### src/rtl/quat_cand_select_if.sv
// Handshake/bus bundle for the quarter-pel candidate selector.
// master: the beat source and result consumer (drives pixels, beat valid, result ready).
// slave : the selector (drives in_ready and the registered result).
//   in_valid/in_ready   beat handshake
//   cur_pix             current-block pixel for this position
//   quat_pix            9 quarter-pel candidate pixels, same position
//   best_half           best half-pel index 0..8, only meaningful on the first beat
//   out_valid/out_ready result handshake
//   best_q, best_sad    winning quarter-pel index and its SAD
//   mv_frac_x/y         signed fractional MV in quarter-pel units
interface quat_cand_select_if #(
    parameter int unsigned PIX_W = 8,
    parameter int unsigned SAD_W = 12
) ();

    logic                  in_valid;
    logic                  in_ready;
    logic [PIX_W-1:0]      cur_pix;
    logic [8:0][PIX_W-1:0] quat_pix;
    logic [3:0]            best_half;
    logic                  out_valid;
    logic                  out_ready;
    logic [3:0]            best_q;
    logic [SAD_W-1:0]      best_sad;
    logic [2:0]            mv_frac_x;
    logic [2:0]            mv_frac_y;

    modport master (
        output in_valid, cur_pix, quat_pix, best_half, out_ready,
        input  in_ready, out_valid, best_q, best_sad, mv_frac_x, mv_frac_y
    );

    modport slave (
        input  in_valid, cur_pix, quat_pix, best_half, out_ready,
        output in_ready, out_valid, best_q, best_sad, mv_frac_x, mv_frac_y
    );

endinterface

### src/rtl/quat_cand_select.sv
// Quarter-pel decision stage of fractional motion estimation.
// Accumulates one SAD per quarter-pel candidate over a block streamed one
// pixel position per beat, scans the 9 SADs one per cycle, then holds the
// winning index, its SAD and the combined half+quarter fractional MV until
// the consumer takes it.
//   clk  clock, all logic on posedge
//   rst  synchronous active-high reset
//   bus  quat_cand_select_if slave: beat input and result output
module quat_cand_select #(
    parameter int unsigned PIX_W   = 8,
    parameter int unsigned BLK_PIX = 16,
    parameter int unsigned SAD_W   = 12
) (
    input  logic                  clk,
    input  logic                  rst,
    quat_cand_select_if.slave     bus
);

    localparam int unsigned N_CAND = 9;
    localparam int unsigned IDX_W  = 4;
    localparam int unsigned CNT_W  = (BLK_PIX > 1) ? $clog2(BLK_PIX) : 1;

    typedef enum logic [1:0] {
        S_ACCUM   = 2'd0,
        S_COMPARE = 2'd1,
        S_DONE    = 2'd2
    } state_t;

    state_t state_q, state_d;

    logic [CNT_W-1:0]              cnt_q;
    logic [IDX_W-1:0]              idx_q;
    logic [N_CAND-1:0][SAD_W-1:0]  sad_q;
    logic [N_CAND-1:0][SAD_W-1:0]  sad_acc;
    logic [N_CAND-1:0][PIX_W-1:0]  abs_diff;
    logic [N_CAND-1:0][SAD_W:0]    sad_sum;
    logic [3:0]                    half_q;
    logic [3:0]                    half_eff;
    logic [SAD_W-1:0]              min_sad_q;
    logic [IDX_W-1:0]              min_idx_q;

    logic                          out_valid_q;
    logic [3:0]                    best_q_q;
    logic [SAD_W-1:0]              best_sad_q;
    logic [2:0]                    mv_x_q;
    logic [2:0]                    mv_y_q;

    logic                          in_ready_c;
    logic                          accept;
    logic                          last_beat;
    logic                          scan_last;
    logic                          handshake;
    logic [SAD_W-1:0]              cand_sad;
    logic                          cand_wins;
    logic [SAD_W-1:0]              win_sad;
    logic [IDX_W-1:0]              win_idx;
    logic [3:0]                    mv_x_w;
    logic [3:0]                    mv_y_w;

    // 3x3 raster column / row of an index; out-of-range indices map to 0
    function automatic logic [1:0] col3(input logic [3:0] idx);
        case (idx)
            4'd1, 4'd4, 4'd7: col3 = 2'd1;
            4'd2, 4'd5, 4'd8: col3 = 2'd2;
            default:          col3 = 2'd0;
        endcase
    endfunction

    function automatic logic [1:0] row3(input logic [3:0] idx);
        case (idx)
            4'd3, 4'd4, 4'd5: row3 = 2'd1;
            4'd6, 4'd7, 4'd8: row3 = 2'd2;
            default:          row3 = 2'd0;
        endcase
    endfunction

    // Beat acceptance is blocked in the same cycle reset is asserted
    assign in_ready_c    = (state_q == S_ACCUM) & ~rst;
    assign accept        = bus.in_valid & in_ready_c;
    assign last_beat     = (cnt_q == CNT_W'(BLK_PIX - 1));
    assign scan_last     = (idx_q == IDX_W'(N_CAND - 1));
    assign handshake     = out_valid_q & bus.out_ready;

    assign bus.in_ready  = in_ready_c;
    assign bus.out_valid = out_valid_q;
    assign bus.best_q    = best_q_q;
    assign bus.best_sad  = best_sad_q;
    assign bus.mv_frac_x = mv_x_q;
    assign bus.mv_frac_y = mv_y_q;

    // Out-of-range half-pel indices fall back to 0, matching the interpolator
    assign half_eff = (bus.best_half > 4'd8) ? 4'd0 : bus.best_half;

    // Next-state logic
    always_comb begin
        state_d = state_q;
        case (state_q)
            S_ACCUM:   if (accept && last_beat) state_d = S_COMPARE;
            S_COMPARE: if (scan_last)           state_d = S_DONE;
            S_DONE:    if (handshake)           state_d = S_ACCUM;
            default:                            state_d = S_ACCUM;
        endcase
    end

    // Per-candidate absolute difference and saturating accumulate
    always_comb begin
        abs_diff = '0;
        sad_sum  = '0;
        sad_acc  = '0;
        for (int i = 0; i < int'(N_CAND); i++) begin
            abs_diff[i] = (bus.quat_pix[i] >= bus.cur_pix) ? (bus.quat_pix[i] - bus.cur_pix)
                                                           : (bus.cur_pix - bus.quat_pix[i]);
            sad_sum[i]  = {1'b0, sad_q[i]} + (SAD_W+1)'(abs_diff[i]);
            sad_acc[i]  = sad_sum[i][SAD_W] ? {SAD_W{1'b1}} : sad_sum[i][SAD_W-1:0];
        end
    end

    // Scan step: strict less-than keeps the lowest index on ties
    always_comb begin
        cand_sad = '0;
        for (int i = 0; i < int'(N_CAND); i++) begin
            if (idx_q == IDX_W'(i)) cand_sad = sad_q[i];
        end
        cand_wins = (idx_q == '0) || (cand_sad < min_sad_q);
        win_sad   = cand_wins ? cand_sad : min_sad_q;
        win_idx   = cand_wins ? idx_q    : min_idx_q;
    end

    // MV = 2*(half offset) + quarter offset, each offset being col/row - 1
    always_comb begin
        mv_x_w = 4'({col3(half_q), 1'b0}) + 4'(col3(win_idx)) - 4'd3;
        mv_y_w = 4'({row3(half_q), 1'b0}) + 4'(row3(win_idx)) - 4'd3;
    end

    // State register and datapath
    always_ff @(posedge clk) begin
        if (rst) begin
            state_q     <= S_ACCUM;
            cnt_q       <= '0;
            idx_q       <= '0;
            sad_q       <= '0;
            half_q      <= '0;
            min_sad_q   <= '0;
            min_idx_q   <= '0;
            out_valid_q <= 1'b0;
            best_q_q    <= '0;
            best_sad_q  <= '0;
            mv_x_q      <= '0;
            mv_y_q      <= '0;
        end else begin
            state_q <= state_d;
            case (state_q)
                S_ACCUM: begin
                    if (accept) begin
                        sad_q <= sad_acc;
                        if (cnt_q == '0) half_q <= half_eff;
                        if (last_beat) begin
                            cnt_q <= '0;
                            idx_q <= '0;
                        end else begin
                            cnt_q <= cnt_q + CNT_W'(1);
                        end
                    end
                end
                S_COMPARE: begin
                    min_sad_q <= win_sad;
                    min_idx_q <= win_idx;
                    idx_q     <= idx_q + IDX_W'(1);
                    if (scan_last) begin
                        out_valid_q <= 1'b1;
                        best_q_q    <= win_idx;
                        best_sad_q  <= win_sad;
                        mv_x_q      <= mv_x_w[2:0];
                        mv_y_q      <= mv_y_w[2:0];
                    end
                end
                S_DONE: begin
                    if (handshake) begin
                        out_valid_q <= 1'b0;
                        sad_q       <= '0;
                        cnt_q       <= '0;
                    end
                end
                default: ;
            endcase
        end
    end

endmodule

### src/flat_wrapper.sv
// flat-port wrapper written by rule: the top's interface ports become plain ports
module quat_cand_select_flat 
#(
    parameter int unsigned PIX_W   = 8,
    parameter int unsigned BLK_PIX = 16,
    parameter int unsigned SAD_W   = 12
)
  (clk, rst, bus_in_valid, bus_cur_pix, bus_quat_pix, bus_best_half, bus_out_ready, bus_in_ready, bus_out_valid, bus_best_q, bus_best_sad, bus_mv_frac_x, bus_mv_frac_y);
  quat_cand_select_if #(.PIX_W(PIX_W), .SAD_W(SAD_W)) bus_i ();
  input  logic clk;
  input  logic rst;
  input wire logic [$bits(bus_i.in_valid)-1:0] bus_in_valid;
  input wire logic [$bits(bus_i.cur_pix)-1:0] bus_cur_pix;
  input wire logic [$bits(bus_i.quat_pix)-1:0] bus_quat_pix;
  input wire logic [$bits(bus_i.best_half)-1:0] bus_best_half;
  input wire logic [$bits(bus_i.out_ready)-1:0] bus_out_ready;
  output wire logic [$bits(bus_i.in_ready)-1:0] bus_in_ready;
  output wire logic [$bits(bus_i.out_valid)-1:0] bus_out_valid;
  output wire logic [$bits(bus_i.best_q)-1:0] bus_best_q;
  output wire logic [$bits(bus_i.best_sad)-1:0] bus_best_sad;
  output wire logic [$bits(bus_i.mv_frac_x)-1:0] bus_mv_frac_x;
  output wire logic [$bits(bus_i.mv_frac_y)-1:0] bus_mv_frac_y;
  assign bus_i.in_valid = bus_in_valid;
  assign bus_i.cur_pix = bus_cur_pix;
  assign bus_i.quat_pix = bus_quat_pix;
  assign bus_i.best_half = bus_best_half;
  assign bus_i.out_ready = bus_out_ready;
  assign bus_in_ready = bus_i.in_ready;
  assign bus_out_valid = bus_i.out_valid;
  assign bus_best_q = bus_i.best_q;
  assign bus_best_sad = bus_i.best_sad;
  assign bus_mv_frac_x = bus_i.mv_frac_x;
  assign bus_mv_frac_y = bus_i.mv_frac_y;
  quat_cand_select #(.PIX_W(PIX_W), .BLK_PIX(BLK_PIX), .SAD_W(SAD_W)) u_core (.clk(clk), .rst(rst), .bus(bus_i));
endmodule
### config.mk
export PLATFORM = sky130hd
export DESIGN_NAME = quat_cand_select_flat
export DESIGN_NICKNAME = d
export VERILOG_FILES = /design/src/rtl/quat_cand_select_if.sv /design/src/rtl/quat_cand_select.sv /design/src/flat_wrapper.sv
export SDC_FILE = /design/constraint.sdc
export NUM_CORES = 1
export LEC_CHECK = 0
export BUFFER_PORTS_ARGS = -buffer_cell sky130_fd_sc_hd__buf_2
export CORE_MARGIN = 10
export CORE_UTILIZATION = 35
export CTS_CLUSTER_DIAMETER = 120
export DETAILED_ROUTE_END_ITERATION = 10
export GPL_TIMING_DRIVEN = 0
export PLACE_DENSITY = 0.49
export SLEW_MARGIN = 20
export SYNTH_ARGS = -nofsm -noshare
export SYNTH_HDL_FRONTEND = slang
export SYNTH_SLANG_ARGS = --single-unit
### constraint.sdc
create_clock -name clk -period 15 [get_ports clk]
set_input_delay 1.5 -clock clk [delete_from_list [all_inputs] [get_ports clk]]
set_output_delay 1.5 -clock clk [all_outputs]
set_load 0.01 [all_outputs]
==> Implementation_results.wiki <==
{| class="wikitable"
! Metric !! Value
|-
| Outcome || complete, no violations
|-
| Estimated wirelength of the detail-placed design || 47,020 um
|-
| Vias in the first global route || 15,590
|-
| Hold-fix buffer count after cts || 0
|-
| Highest Clock Rate || 150.1 MHz
|-
| Worst EP required || approximately 15 ns
|-
| Crit path from || bus_cur_pix[1]
|-
| Area added between synthesis and finish || 11.76%
|-
| Dominant synthesized flop cell || sky130_fd_sc_hd__dfxtp_1
|-
| Total core area || between 0.04 and 0.05 mm^2
|-
| Fraction of synthesis flops using an asynchronous set or reset pin || 0
|-
| Die Width || 237.7 um
|-
| Number of port buffers || 111
|-
| Worst r2r path cells || 18
|-
| Slew of the pin with the lowest slew margin || around 1.0 ns
|-
| Origin of the worst min-delay path || u_core.bus.mv_frac_x[2]
|-
| Number of placed I/O pins || 112
|-
| Number of flip-flops and latches in the synthesized netlist || about 160
|-
| Final Cell Area || around 0.019 mm^2
|-
| Final Util || 0.3965
|-
| Number of placement rows || 79
|-
| Setup Fix Bufs, Post-CTS || 0
|-
| Overall power || 1639 uW
|-
| Count of instances resized after the clock tree is built || 0
|-
| Slew margin rel. || 0.2930
|-
| Number of clock sinks seen by CTS || 161
|-
| Met1 global-route usage || 0.2929
|-
| Number of antenna violations at the first check in global routing || 0
|-
| Final Critical Period || 6.661 ns
|-
| Hold violation total from the final report || 0
|-
| Final count of negative-setup-slack endpoints || 0
|-
| CTS HTree Levels || 4
|-
| Fill cell instance count of the final layout || around 5,000
|-
| Global-route wire length before repair || 92,070 um
|-
| Antenna Nets Post-Route || 0
|-
| Sequential share of the synthesized area || 0.1943
|-
| Clock tree from TritonCTS || yes
|-
| Drt drc || 0
|-
| Routed len/inst || just over 20 um
|-
| Per-instance average area after synthesis || 7.744 um^2
|-
| First DRT Iteration DRCs || 1,174
|-
| Netlist area before placement || 0.01659 mm^2
|-
| Count of maximum capacitance violations || 0
|-
| Terminating pin of the worst hold path || u_core.bus.mv_frac_x[2]
|-
| GRT Overall Usage || 0.2079
|-
| Die area || 0.05650 mm^2
|-
| Setup repair after global routing missed its margin || false
|-
| Final routed wirelength across all metal layers || 60,110 um
|-
| Crit Reg-Reg Endpoint || u_core.bus.mv_frac_y[2]
|-
| Cell Area, Placed || about 0.018 mm^2
|-
| Syn. warnings || 0
|-
| Endpoint arrival time on the critical path || approximately 7.0 ns
|-
| Critical path endpoint category || flip-flop
|-
| Worst hold path class || reg2reg
|-
| Die Ht || 237.7 um
|-
| Fraction of final layout cells with drive strength greater than 1 || 0.09190
|-
| Pin count of the biggest net entering global routing || 20
|-
| Fraction of the cycle the final worst path needs || 0.4441
|-
| Post-route worst hold slack || between 0.4 and 0.5 ns
|-
| Power Density || around 88 mW/mm^2
|-
| Mapped Nets || 2,483
|-
| R2r setup slk || 8.77 ns
|-
| Met3 Usage GRT || 0.02349
|-
| Max clock buf depth || 2
|-
| Clock transition at the registers of the reported paths || 0.07 ns
|-
| DR vias/cell || ~5.6
|-
| RD Place Congestion || between 0.9 and 1
|-
| Crit Reg-Reg Startpoint || u_core.idx_q[0]
|-
| Count of nets after finishing || 2,613
|-
| Largest fanout on the critical path || 19
|-
| Layer carrying the most global-route usage || met2
|-
| Startpoint type of the worst setup path || input pin
|-
| Count of mapped cells out of synthesis || approximately 2,100
|-
| Number of synthesized flops with an enable pin || 0
|-
| GR met2 Demand/Resource || 0.3364
|-
| Global route overflow || 0
|-
| Total clock buffers created by CTS || 17
|-
| Initial cell density of the core || 0.3548
|-
| Number of library cell types mapped by synthesis || 78
|-
| Number of vias after detailed routing || 16,160
|-
| Final clock skew || 0.01288 ns
|-
| Number of max-slew violations in the final report || 0
|-
| Crit path kind || in2reg
|-
| Detailed-router iteration count before antenna repair || 5
|-
| Clk Tree Root Cell || sky130_fd_sc_hd__clkbuf_16
|-
| Total Negative Setup Slacks || 0 ns
|-
| Cell depth of the worst min-delay path || 2
|-
| Leakage || 0.007863 uW
|-
| Worst voltage drop across the vdd grid || approximately 65 uV
|-
| Clock Latency Late Sink || ~0.44 ns
|}
[how the worst max path moves through the flow]
stage / cells after the start / endpoint
final: 18 / u_core.sad_q[33]
after global routing: 18 / u_core.sad_q[35]
after CTS: 18 / u_core.sad_q[33]
after detailed placement: 18 / u_core.sad_q[33]
after global placement: 18 / u_core.sad_q[33]
after floorplan: 14 / u_core.sad_q[12]
[layer usage]
layer / vias up / wire length (um)
met5: - / 0
met4: 0 / 858
met3: 46 / 2887
met2: 418 / 26840
met1: 7690 / 29530
li1: 8006 / -
[through the flow]
stage               worst slack (ns)  std cells
floorplan                      9.498       2142
global placement               7.541       2860
detailed placement             7.923       2860
CTS                            8.361       2892
global route                   7.918       2892
finish                         8.339       2893
[cell families after synthesis]
group                    count (synthesis)  share of synthesized area
AO/OA/AOI/OAI                          679                     0.2606
AND/OR/NAND/NOR                        612                     0.1809
buffers and inverters                  266                    0.06238
adder cells (fa/ha/maj)                253                     0.2040
flip-flops                             161                     0.1943
XOR/XNOR                               106                    0.05597
multiplexers                            65                    0.04186
[worst max-delay path, cell delays in order]
cell,delay (ns)
sky130_fd_sc_hd__buf_2,0.56
sky130_fd_sc_hd__inv_2,0.51
sky130_fd_sc_hd__fa_1,0.57
sky130_fd_sc_hd__a21o_1,0.18
sky130_fd_sc_hd__a21oi_1,0.19
sky130_fd_sc_hd__a21oi_1,0.10
sky130_fd_sc_hd__o22ai_1,0.30
sky130_fd_sc_hd__buf_2,0.32
sky130_fd_sc_hd__mux2i_1,0.33
sky130_fd_sc_hd__a21oi_1,0.12
sky130_fd_sc_hd__o21ai_0,0.21
sky130_fd_sc_hd__xor2_1,0.21
sky130_fd_sc_hd__ha_1,0.28
sky130_fd_sc_hd__nor3_1,0.10
sky130_fd_sc_hd__a2111oi_0,0.93
sky130_fd_sc_hd__o21ai_0,0.17
sky130_fd_sc_hd__a21oi_1,0.21
sky130_fd_sc_hd__o221ai_1,0.14
[state kept, by name, indices dropped and copies added, names as in the netlist]
signal and cells:
u_core.bus.mv_frac_y 3, u_core.min_sad_q 12, u_core.cnt_q 4, u_core.bus.best_q 4
u_core.state_q 2, u_core.sad_q 108, u_core.bus.out_valid 1, u_core.bus.best_sad 12
u_core.idx_q 4, u_core.half_q 4, u_core.bus.mv_frac_x 3, u_core.min_idx_q 4
[report_power, final]
part	switching (uW)	total (uW)	internal (uW)
clock network	191	484	293
registers	33.4	484	451
logic	391	671	280
total	616	1640	1020
[cell usage after synthesis, types with 28 or more instances]
| cell | instances | area [um^2] |
|---|---|---|
| sky130_fd_sc_hd__ha_1 | 224 | 2803 |
| sky130_fd_sc_hd__nor2b_1 | 28 | 175.2 |
| sky130_fd_sc_hd__nand3_1 | 54 | 270.3 |
| sky130_fd_sc_hd__a21oi_1 | 264 | 1321 |
| sky130_fd_sc_hd__a21o_1 | 43 | 322.8 |
| sky130_fd_sc_hd__a311oi_1 | 48 | 420.4 |
| sky130_fd_sc_hd__nor2_1 | 130 | 488.0 |
| sky130_fd_sc_hd__xnor2_1 | 62 | 543.0 |
| sky130_fd_sc_hd__fa_1 | 29 | 580.6 |
| sky130_fd_sc_hd__nand2_1 | 179 | 671.9 |
| sky130_fd_sc_hd__o21ai_0 | 117 | 585.6 |
| sky130_fd_sc_hd__nor3_1 | 99 | 495.5 |
| sky130_fd_sc_hd__clkbuf_1 | 66 | 247.7 |
| sky130_fd_sc_hd__inv_1 | 172 | 645.6 |
| sky130_fd_sc_hd__mux2i_1 | 39 | 390.4 |
| sky130_fd_sc_hd__xor2_1 | 44 | 385.4 |
| sky130_fd_sc_hd__dfxtp_1 | 161 | 3223 |
[cells in the final DEF (no fill, tap or decap), drive strengths merged, types with 6 or more instances in the layout]
cell type | netlist | final
a2111oi | 11 | 11
a211oi | 24 | 24
a21o | 43 | 43
a21oi | 265 | 265
a221oi | 10 | 10
a311oi | 48 | 48
a31oi | 25 | 25
and3 | 12 | 12
and4 | 13 | 13
buf | 27 | 138
clkbuf | 67 | 91
dfxtp | 161 | 161
fa | 29 | 29
ha | 224 | 224
inv | 172 | 172
mux2 | 26 | 26
mux2i | 39 | 39
nand2 | 179 | 179
nand2b | 23 | 23
nand3 | 54 | 54
nand3b | 21 | 21
nand4 | 14 | 14
nor2 | 131 | 131
nor2b | 28 | 28
nor3 | 99 | 99
nor4b | 8 | 8
o211ai | 19 | 19
o21a | 18 | 18
o21ai | 138 | 138
o21bai | 19 | 19
o22ai | 14 | 14
o31ai | 6 | 6
or2 | 7 | 7
xnor2 | 62 | 62
xor2 | 44 | 44
[layout make-up]
type	instances	area, um^2	share of cell area
Inverter	172	645.6	0.03482
Buffer	94	389.1	0.02099
Antenna cell	1	2.502	0.0001350
Sequential cell	161	3223	0.1739
Timing Repair Buffer	111	555.5	0.02997
Multi-Input combinational cell	1715	12330	0.6651
Clock buffer	24	481.7	0.02598
Clock inverter	8	151.4	0.008166
Tap cell	607	759.5	0.04097
No activity file was read; power rests on OpenSTA's default activity.
